==> src/rtl/pc_sequencer.sv <==
// Program counter owner and fetch/execute sequencer for the MIPS datapath.
// Picks the next PC, traps to the exception vector, supports halt/resume and counts retired instructions.
module pc_sequencer #(
    parameter logic [31:0] RESET_VECTOR  = 32'h0000_0000,
    parameter logic [31:0] EXC_VECTOR    = 32'h8000_0180,
    parameter int          FETCH_TIMEOUT = 16
) (
    input  logic        clock,
    input  logic        reset,
    input  logic        imem_ack,
    input  logic        branch_taken,
    input  logic [31:0] branch_target,
    input  logic        jump,
    input  logic [31:0] jump_target,
    input  logic        jr,
    input  logic [31:0] jr_target,
    input  logic        exc_req,
    input  logic        halt_req,
    input  logic        resume,
    output logic [31:0] address,
    output logic        imem_req,
    output logic        instr_valid,
    output logic        halted,
    output logic [31:0] epc,
    output logic [1:0]  cause,
    output logic [31:0] instret
);

    // state    | meaning
    // ST_IDLE  | one cycle after reset release, PC holds RESET_VECTOR
    // ST_FETCH | imem_req high, waiting for imem_ack or fetch timeout
    // ST_EXEC  | instruction valid for one cycle, next PC chosen at its edge
    // ST_HALT  | PC frozen until resume
    typedef enum logic [1:0] {
        ST_IDLE  = 2'd0,
        ST_FETCH = 2'd1,
        ST_EXEC  = 2'd2,
        ST_HALT  = 2'd3
    } state_t;

    localparam int CW = $clog2(FETCH_TIMEOUT) + 1;
    localparam logic [CW-1:0] CNT_TC = CW'(FETCH_TIMEOUT - 1);

    state_t         state, state_nxt;
    logic [CW-1:0]  cnt, cnt_nxt;
    logic [31:0]    address_nxt, epc_nxt, instret_nxt;
    logic [1:0]     cause_nxt;
    logic           trap;
    logic [1:0]     trap_cause;
    logic           sel_hit;
    logic [31:0]    sel_tgt;

    always_ff @(posedge clock or posedge reset) begin
        if (reset) begin
            state   <= ST_IDLE;
            cnt     <= '0;
            address <= RESET_VECTOR;
            epc     <= 32'd0;
            cause   <= 2'd0;
            instret <= 32'd0;
        end else begin
            state   <= state_nxt;
            cnt     <= cnt_nxt;
            address <= address_nxt;
            epc     <= epc_nxt;
            cause   <= cause_nxt;
            instret <= instret_nxt;
        end
    end

    // Register jump outranks jump, which outranks branch.
    assign sel_hit = jr | jump | branch_taken;
    assign sel_tgt = jr ? jr_target : (jump ? jump_target : branch_target);

    always_comb begin
        state_nxt   = state;
        cnt_nxt     = cnt;
        address_nxt = address;
        epc_nxt     = epc;
        cause_nxt   = cause;
        instret_nxt = instret;
        trap        = 1'b0;
        trap_cause  = 2'd0;
        case (state)
            ST_IDLE: state_nxt = ST_FETCH;
            ST_FETCH: begin
                if (imem_ack) begin
                    state_nxt = ST_EXEC;
                    cnt_nxt   = '0;
                end else if (cnt == CNT_TC) begin
                    trap       = 1'b1;
                    trap_cause = 2'd3;
                    cnt_nxt    = '0;
                end else begin
                    cnt_nxt = cnt + 1'b1;
                end
            end
            ST_EXEC: begin
                if (exc_req) begin
                    trap       = 1'b1;
                    trap_cause = 2'd1;
                    state_nxt  = ST_FETCH;
                end else if (sel_hit && (sel_tgt[1:0] != 2'b00)) begin
                    trap       = 1'b1;
                    trap_cause = 2'd2;
                    state_nxt  = ST_FETCH;
                end else begin
                    address_nxt = sel_hit ? sel_tgt : address + 32'd4;
                    instret_nxt = instret + 32'd1;
                    state_nxt   = halt_req ? ST_HALT : ST_FETCH;
                end
            end
            ST_HALT: begin
                if (resume) state_nxt = ST_FETCH;
            end
            default: state_nxt = ST_IDLE;
        endcase
        if (trap) begin
            epc_nxt     = address;
            cause_nxt   = trap_cause;
            address_nxt = EXC_VECTOR;
        end
    end

    assign imem_req    = (state == ST_FETCH);
    assign instr_valid = (state == ST_EXEC);
    assign halted      = (state == ST_HALT);

endmodule

==> config.mk <==
export PLATFORM = sky130hd
export DESIGN_NAME = pc_sequencer
export DESIGN_NICKNAME = d
export VERILOG_FILES = /design/src/rtl/pc_sequencer.sv
export SDC_FILE = /design/constraint.sdc
export NUM_CORES = 1
export LEC_CHECK = 0
export ABC_AREA = 1
export ABC_CLOCK_PERIOD_IN_PS = 4600
export CORE_UTILIZATION = 52
export DETAILED_ROUTE_END_ITERATION = 10
export PLACE_DENSITY_LB_ADDON = 0.1
export SYNTH_ARGS = -nofsm -noshare
export SYNTH_HDL_FRONTEND = slang
export SYNTH_SLANG_ARGS = --single-unit
==> constraint.sdc <==
create_clock -name clock -period 4.6 [get_ports clock]
set_input_delay 0.46 -clock clock [delete_from_list [all_inputs] [get_ports clock]]
set_output_delay 0.46 -clock clock [all_outputs]
set_load 0.05 [all_outputs]
== Word level (Yosys, flattened, before mapping) ==
Index checks and enable logic that the tools add are counted.
Widths: inputs -> output; s select.
Cells by class
  add/sub/neg operators: 3
  eq/ne operators: 8
  mux-type cells: 25
  bitwise logic cells: 4
  reduce and logical (&&, ||, !) cells: 7
Operator list (number)
  $mux 32: 7
  $add 32x1->32 const B: 1
  $add 32x3->32 const B: 1
  $mux 2: 9
  $mux 5: 2
  $pmux 2 s4: 1
  $ne 2x2->1 const B: 3
  $reduce_and 3->1: 2
  $add 5x1->5 const B: 1
  $eq 5x4->1 const B: 1
  $eq 2x2->1 const B: 2
  $mux 1: 4
  $pmux 2 s2: 1
  $reduce_bool 2->1: 2
  $eq 2x1->1 const B: 1
  $logic_not 2->1: 1
  $ne 2x1->1 const B: 1
  $not 1->1: 2
  $or 1x1->1: 2
  $pmux 1 s2: 1
  $reduce_and 2->1: 1
  $logic_and 1x1->1: 1
Storage, ports and cells
  bits in registers: 105
  bits of input ports: 105
  output and inout bits: 101
  logic and storage cells: 53

== Logic depth before layout (Yosys ltp) ==
Gate-level depths: netlist of the first run.
  word-level depth: 9
  mapped depth: 13
  depth with buffers taken out: 11

== Worst setup path before layout of the first run ==
No wires, ideal clock.
  path type: register to register
  from: reg state[1]
  to: reg epc[21]
  setup time: 0.127 ns
  arrival: 1.875 ns
  required time: 4.473 ns
  slack: 2.598 ns
  cell stages (with the launch flop): 11
  buffers on the path: 1
  clock period less this slack: 2.002 ns
  cell sequence: dfrtp_1 > inv_1 > ha_1 > nand2_1 > nor2_1 > a21oi_1 > nand2_1 > nand2_4 > buf_4 > nand2_1 > o21ai_0
On the way
  longest elaborated chain between the ends: 2
  elaborated cells between the ends (all ways): 3
  classes of those cells: eq/ne: 2; mux: 1
RTL lines
  start, declared: line 44  | state_t state, state_nxt;
  start signal, assigned: line 62  | state <= state_nxt;
  $eq 2x1->1
  via imem_req: line 21  | output logic imem_req,
  $pmux 1 s2: line 84  | case (state)
  end signal, assigned: line 65  | epc <= epc_nxt;
  end, declared: line 24  | output logic [31:0] epc,
The timed path passes the listed nets, and every way through them passes these cells.
A chain may end at the register's enable or synchronous reset.

== Final worst setup path of the first run ==
  from: in jump
  to: reg address[31]
On the way
  longest elaborated chain between the ends: 9
  elaborated cells between the ends (all ways): 18
  classes of those cells: eq/ne: 2; mux: 10; bitwise: 2; reduce/logical: 4
RTL lines
  start, declared: line 13  | input logic jump,
  $mux 32 (2 in a row): line 73  | assign sel_tgt = jr ? jr_target : (jump ? jump_target : branch_target);
  $reduce_bool 2->1: line 103  | end else if (sel_hit && (sel_tgt[1:0] != 2'b00)) begin
  $logic_and 1x1->1: line 103
  $mux 1: line 103
  $mux 1: line 99  | if (exc_req) begin
  $pmux 1 s2: line 84
  $ne 2x2->1 (no source line) (tied with other cells)
  $reduce_and 3->1 (no source line)
  end signal, assigned: line 64  | address <= address_nxt;
  end, declared: line 20  | output logic [31:0] address,
Several ways; a longest one is shown, not always the timed one. The select of a mux whose other input is x is not followed.

==> metrics, run 1 <==
Root Driver clkbuf_16; Slew Viols, Final 0; VDD IR max 0.333 mV; endpoint class of the critical path flop; post-synthesis mux area share 0.294%; Period Utilization, post-route 67.8%; critical path launch point jump; Required @ worst endpoint 4840 ps; gpl congestion 0.946; skew final 5.26 ps; Die W 116 um; Synth Area in XOR/XNOR 3.09%; Post-DP Area 8910 um^2; Seq cells post-synth 105; Setup Fix Bufs, Post-CTS 0; maximum root-to-sink buffer count 2; setup TNS 0 ps; Max Clock Freq 321 MHz; Final #Nets 1333; Vias/cell 5.32; Reg2Reg Setup Slack 2120 ps; CP startpoint kind primary input; Reg-to-Reg Start state[0]; GRT overflow 0; Tmin final 3120 ps; max_slew headroom 28.8%; share of cells above drive strength 1 2.61%; outcome finished clean; number of antenna violations at the first check in global routing 0; sequential area share after synthesis 38.6%; Yosys top cell area share 38.6%; Worst Hold Class reg -> reg; Clock transition at path regs 70 ps; first-pass GRT wire length 34500 um; worst reg2reg path depth 9; endpoints failing hold 0; Avg Cell Area, Syn 6.56 um^2; Filler cells 1077; Crit Path Max Fanout 100; Post-CTS Resized 0; Worst Tran Pin Value 1070 ps; Critical Path End address[31]; leakage 4.11 nW; Finished Cell Area 9210 um^2; Syn Inst Count 1038; core area 12700 um^2; MaxCap Viol Count 0; Pwr per Cell Area 567 nW/um^2; largest net degree at the start of global routing 101; Iteration-0 DRC Markers 567; Synth Cell Area 6810 um^2; TritonCTS clock tree yes; starting density of the core 53.7%; Port Buffer Count 205; die height 116 um; Ys Warns 0; drt wl/cell 15.6 um; Post-Synth Adder-Cell Area 1.10%; # diodes 0; Via Count 7427; Cell variety after synth 33; die area 13600 um^2; top cells by area, synth dfrtp_1 (39%), nand2_1 (21%), nor2_1 (6.8%); Mapped Nets 1149; post-synth top area cell dfrtp_1; Post-Synth Simple-Gate Area 36.5%; Critical Path AT 3360 ps; Clock Latency Late Sink 350 ps; hold buffer count at CTS 0; TritonCTS Buffers 9; Ports 206; Finish-stage setup viols 0; row count 41; vias in the first global route 6872; WHS Path Cells 2; HPWL Detailed 16000 um; DR pass1 iterations 4; DRC violations left 0; reg2reg end address[31]; GRT Resource Usage Total 33.0%; Synth-to-Final Area Change 35.3%; complex-gate fraction of the synthesized area 11.9%; Crit Path Category in -> reg; H-tree Lvls 3; ANT nets after route 0; unrepaired setup endpoints after global routing false; main combinational cell family by area after synthesis simple AND/OR/NAND/NOR gates; Clock Sinks 105; Total Wirelength 21800 um
## report_power, final
group | internal, mW | switching [mW]
combinational | 0.891 | 1.86
sequential | 1.24 | 0.404
clock | 0.472 | 0.349
total | 2.60 | 2.62
## kinds of logic (layout without fill, tap and decap cells)
| group | after synthesis | in the layout |
|---|---|---|
| AOI/OAI and AO/OA | 154 | 154 |
| xor gates and xnor gates | 24 | 24 |
| adders and majority gates | 6 | 6 |
| buffers and inverters | 136 | 323 |
| DFF | 105 | 105 |
| muxes | 2 | 2 |
| and+or+nand+nor | 611 | 611 |
## cell usage after synthesis
cell	n
o211ai_1	11
inv_2	3
clkinv_1	1
clkbuf_1	13
or2_1	1
buf_6	2
nand2_4	2
buf_2	14
inv_1	93
xnor2_1	4
xor2_1	20
nand2_1	373
buf_1	2
o22ai_1	1
or2_2	3
nand4_1	5
nor2_1	124
a21oi_2	1
nand3b_1	1
nand3_1	90
o31ai_1	1
buf_8	1
a21boi_0	1
o21ai_1	20
mux2i_1	2
nor3_1	9
nand3_2	2
buf_4	7
dfrtp_1	105
o21ai_0	83
ha_1	6
nand3_4	1
a21oi_1	36
## final cells by class
| cell class | instances | area (um^2) | area share (%) |
|---|---|---|---|
| well taps | 172 | 215 | 2.34 |
| clock buffers | 11 | 233 | 2.53 |
| clock inverters | 3 | 67.6 | 0.733 |
| flip-flops and latches | 105 | 2630 | 28.5 |
| inverters | 97 | 367 | 3.98 |
| multi-input cells | 797 | 3600 | 39.1 |
| repair buffers | 212 | 2100 | 22.8 |
## per-stage QoR
step                      worst slack, ps  instances  util (%)  total power, mW  hold WS, ps
final                                1480       1397      72.7             5.22          485
after global routing                 1250       1397      72.7             5.48          509
after CTS                            1570       1397      72.7             5.22          490
after detailed placement             1190       1383      70.3             4.40          472
after global placement               1290       1383      70.3             4.36          466
after floorplan                      1380       1038         -             3.41          475
## flip-flops by register name, summed over array words and instances (netlist names)
name / count
address: 32
epc: 32
instret: 32
cnt: 5
cause: 2
state: 2
## cells in the final DEF (no fill, tap or decap), drive strengths merged, types with 20 or more instances in the layout
cell type | netlist | routed
nand2 | 375 | 375
clkdlybuf4s50 | 0 | 205
nor2 | 124 | 124
dfrtp | 105 | 105
o21ai | 103 | 103
inv | 96 | 96
nand3 | 93 | 93
a21oi | 37 | 37
xor2 | 20 | 20
## worst max-delay path, stage by stage
cell,delay (ps)
clkdlybuf4s50_1,450
buf_4,340
inv_1,150
buf_4,280
nand2_1,100
nand3_1,80
nand3_2,100
nand2_1,90
nand2_1,60
nand2_1,80
nand2_4,700
inv_2,180
nor2_1,140
nand2_1,60
## how the worst min path moves through the flow
stage,end,startpoint
detailed placement,epc[12],epc[12]
global placement,epc[30],epc[30]
global route,epc[30],epc[30]
floorplan,cnt[1],cnt[1]
finish,epc[21],epc[21]
CTS,epc[12],epc[12]
## routing by layer
| metal | GRT usage [%] | wire (um) | vias up | part of all wire, % |
|---|---|---|---|---|
| met1 | 42.0 | 9250 | 3444 | 42 |
| li1 | - | - | 3667 | - |
| met5 | 0 | 0 | - | 0 |
| met4 | 13.4 | 555 | 0 | 2.5 |
| met3 | 3.53 | 1160 | 44 | 5.3 |
| met2 | 57.4 | 10900 | 272 | 50 |
Note: power is estimated with default switching activity, not from simulation.
==> run 2: changes to the inputs <==
--- a/config.mk
+++ b/config.mk
@@ -6,8 +6,8 @@
 export NUM_CORES = 1
 export LEC_CHECK = 0
 export ABC_AREA = 1
-export ABC_CLOCK_PERIOD_IN_PS = 4600
-export CORE_UTILIZATION = 52
+export ABC_CLOCK_PERIOD_IN_PS = 2700
+export CORE_UTILIZATION = 43
 export DETAILED_ROUTE_END_ITERATION = 10
 export PLACE_DENSITY_LB_ADDON = 0.1
 export SYNTH_ARGS = -nofsm -noshare
==> constraint.sdc (replaced) <==
create_clock -name clock -period 2.7 [get_ports clock]
set_input_delay 0.27 -clock clock [delete_from_list [all_inputs] [get_ports clock]]
set_output_delay 0.27 -clock clock [all_outputs]
set_load 0.05 [all_outputs]
==> metrics, run 2 (synthesis gave the netlist of run 1 again) <==
Worst Tran Pin Value 711 ps (-355 ps); post-layout util 61.6% (-11 points); max_slew headroom 52.4% (+24 points); drt wl/cell 15.3 um (-1.8%); top sig layer met4; core area 15300 um^2 (+21%); Tot Pwr 8.95 mW (+71%); hold buffer count at CTS 0 (unchanged); Worst Hold Class in -> async; GRT overflow 0 (unchanged); worst reg2reg path depth 8 (-1); Worst Path Buf+Inv 2 (-3); HPWL Detailed 16900 um (+5.9%); skew final 12.7 ps (+7.41 ps); Via Count 7375 (-0.70%); DRC violations left 0 (unchanged); Max Clock Freq 434 MHz; MaxCap Viol Count 0 (unchanged); Reg2Reg Setup Slack 560 ps (-1560 ps); register area 2630 um^2 (unchanged); met3 wire len 1680 um (+45%); outcome finished clean; TritonCTS Buffers 9 (unchanged); DR pass1 iterations 6 (+2); Root Driver clkbuf_16; Die W 128 um (+9.8%); slowest stage cell, crit path clkdlybuf4s50_1; Period Utilization, post-route 85.4%; Reg-to-Reg Start address[3]; CP startpoint kind flop; die area 16300 um^2 (+21%); Port Buffer Count 205 (unchanged); maximum root-to-sink buffer count 2 (unchanged); Required @ worst endpoint 2430 ps (-2410 ps); ANT nets after route 0 (unchanged); metal2 WL 9520 um (-13%); most frequent cells in the layout nand2_1 (373), clkdlybuf4s50_1 (205), nor2_1 (124); VDD IR max 0.702 mV (+110%); Vias/cell 5.09 (-4.3%); H-tree Lvls 3 (unchanged); gpl congestion 0.934 (-1.2%); Ports 206 (unchanged); Clock Latency Late Sink 360 ps (about the same); die height 128 um (+9.8%); most common cell after layout, fill and taps aside nand2_1; Slew Viols, Final 0 (unchanged); Clock transition at path regs 70 ps (about the same); crit-path cells inv_1 > ha_1 > clkdlybuf4s50_1; Iteration-0 DRC Markers 699 (+23%); critical path's top delay family buffers and inverters; Filler cells 1465 (+36%); reg2reg end address[16]; Tmin final 2310 ps; Crit Path Max Fanout 8 (-92%); unrepaired setup endpoints after global routing false; endpoint class of the critical path primary output; Finish-stage setup viols 0 (unchanged); Setup Fix Bufs, Post-CTS 0 (unchanged); Critical Path AT 2040 ps (-1320 ps); Clock Sinks 105 (unchanged); first-pass GRT wire length 35400 um (+2.6%); starting density of the core 44.4% (-9.3 points); number of antenna violations at the first check in global routing 1 (+1); multi-input combinational cell area 3600 um^2 (unchanged); Synth-to-Final Area Change 38.5%; Crit Path Category reg -> out; TritonCTS clock tree yes; Post-CTS Resized 0 (unchanged); row count 45 (+9.8%); GRT Resource Usage Total 28.2% (-4.9 points); WL met1 10700 um (+15%); Total Wirelength 22200 um (+1.8%); Pwr per Cell Area 949 nW/um^2 (+67%); Final #Nets 1343 (+0.75%); vias in the first global route 6542 (-4.8%); share of cells above drive strength 1 3.72% (+1.1 points); slowest cell delay on critical path 870 ps (+170 ps); endpoints failing hold 0 (unchanged); largest net degree at the start of global routing 72 (-29%); setup TNS 0 ps (unchanged); Regs by FF count address: 32 flops, epc: 32 flops, instret: 32 flops; leakage 4.19 nW (+1.9%)
==> run 2: area by class of cell <==
cell class              instances  share of cell area (%)
diodes                          1                  0.0265
clock buffers                  11                    2.68
clock inverters                 5                   0.663
inverters                      97                    3.90
multi-input cells             797                    38.2
flip-flops and latches        105                    27.9
well taps                     211                    2.80
repair buffers                222                    23.9
==> run 2: worst max path at each step <==
stage / startpoint / end / depth (start not counted)
2_1_floorplan: state[1] / epc[21] / 10
3_3_place_gp: jr / address[18] / 11
3_5_place_dp: jr / address[23] / 11
4_1_cts: state[1] / imem_req / 3
5_1_grt: state[1] / imem_req / 3
6_report: state[1] / imem_req / 3
==> run 2: worst reg2reg max path: stages, from the launching register on <==
cell and delay, ps:
dfrtp_1 490, ha_1 250, nand3_1 170, nor2_1 590, nand4_1 170, nand2_1 130, nand2_1 60, a21oi_1 120
nor2_1 60
==> run 2: layer usage <==
metal | up-vias | GRT usage (%)
met1 | 3354 | 42.4
met2 | 307 | 41.1
met3 | 22 | 4.67
met5 | - | 0
met4 | 0 | 8.44
li1 | 3692 | -
==> run 2: power breakdown <==
group          internal, mW  switching [mW]
sequential             2.11           0.692
combinational          1.56            3.17
clock                 0.776           0.635
total                  4.45            4.50
==> run 2: per-stage QoR <==
step | setup slack, ps | cells | instance area [um^2] | hold slack [ps]
global route | 337 | 1449 | 9430 | 441
finish | 394 | 1449 | 9430 | 380
floorplan | 698 | 1038 | 6810 | 454
global placement | 468 | 1432 | 9110 | 465
detailed placement | 398 | 1432 | 9110 | 473
CTS | 393 | 1448 | 9430 | 397
==> run 3: changes to the inputs <==
--- a/config.mk
+++ b/config.mk
@@ -6,7 +6,6 @@
 export NUM_CORES = 1
 export LEC_CHECK = 0
 export ABC_AREA = 1
-export ABC_CLOCK_PERIOD_IN_PS = 2700
 export CORE_UTILIZATION = 43
 export DETAILED_ROUTE_END_ITERATION = 10
 export PLACE_DENSITY_LB_ADDON = 0.1
==> results of run 3 <==
The final DEF is identical to that of run 2; final timing and power are the same.
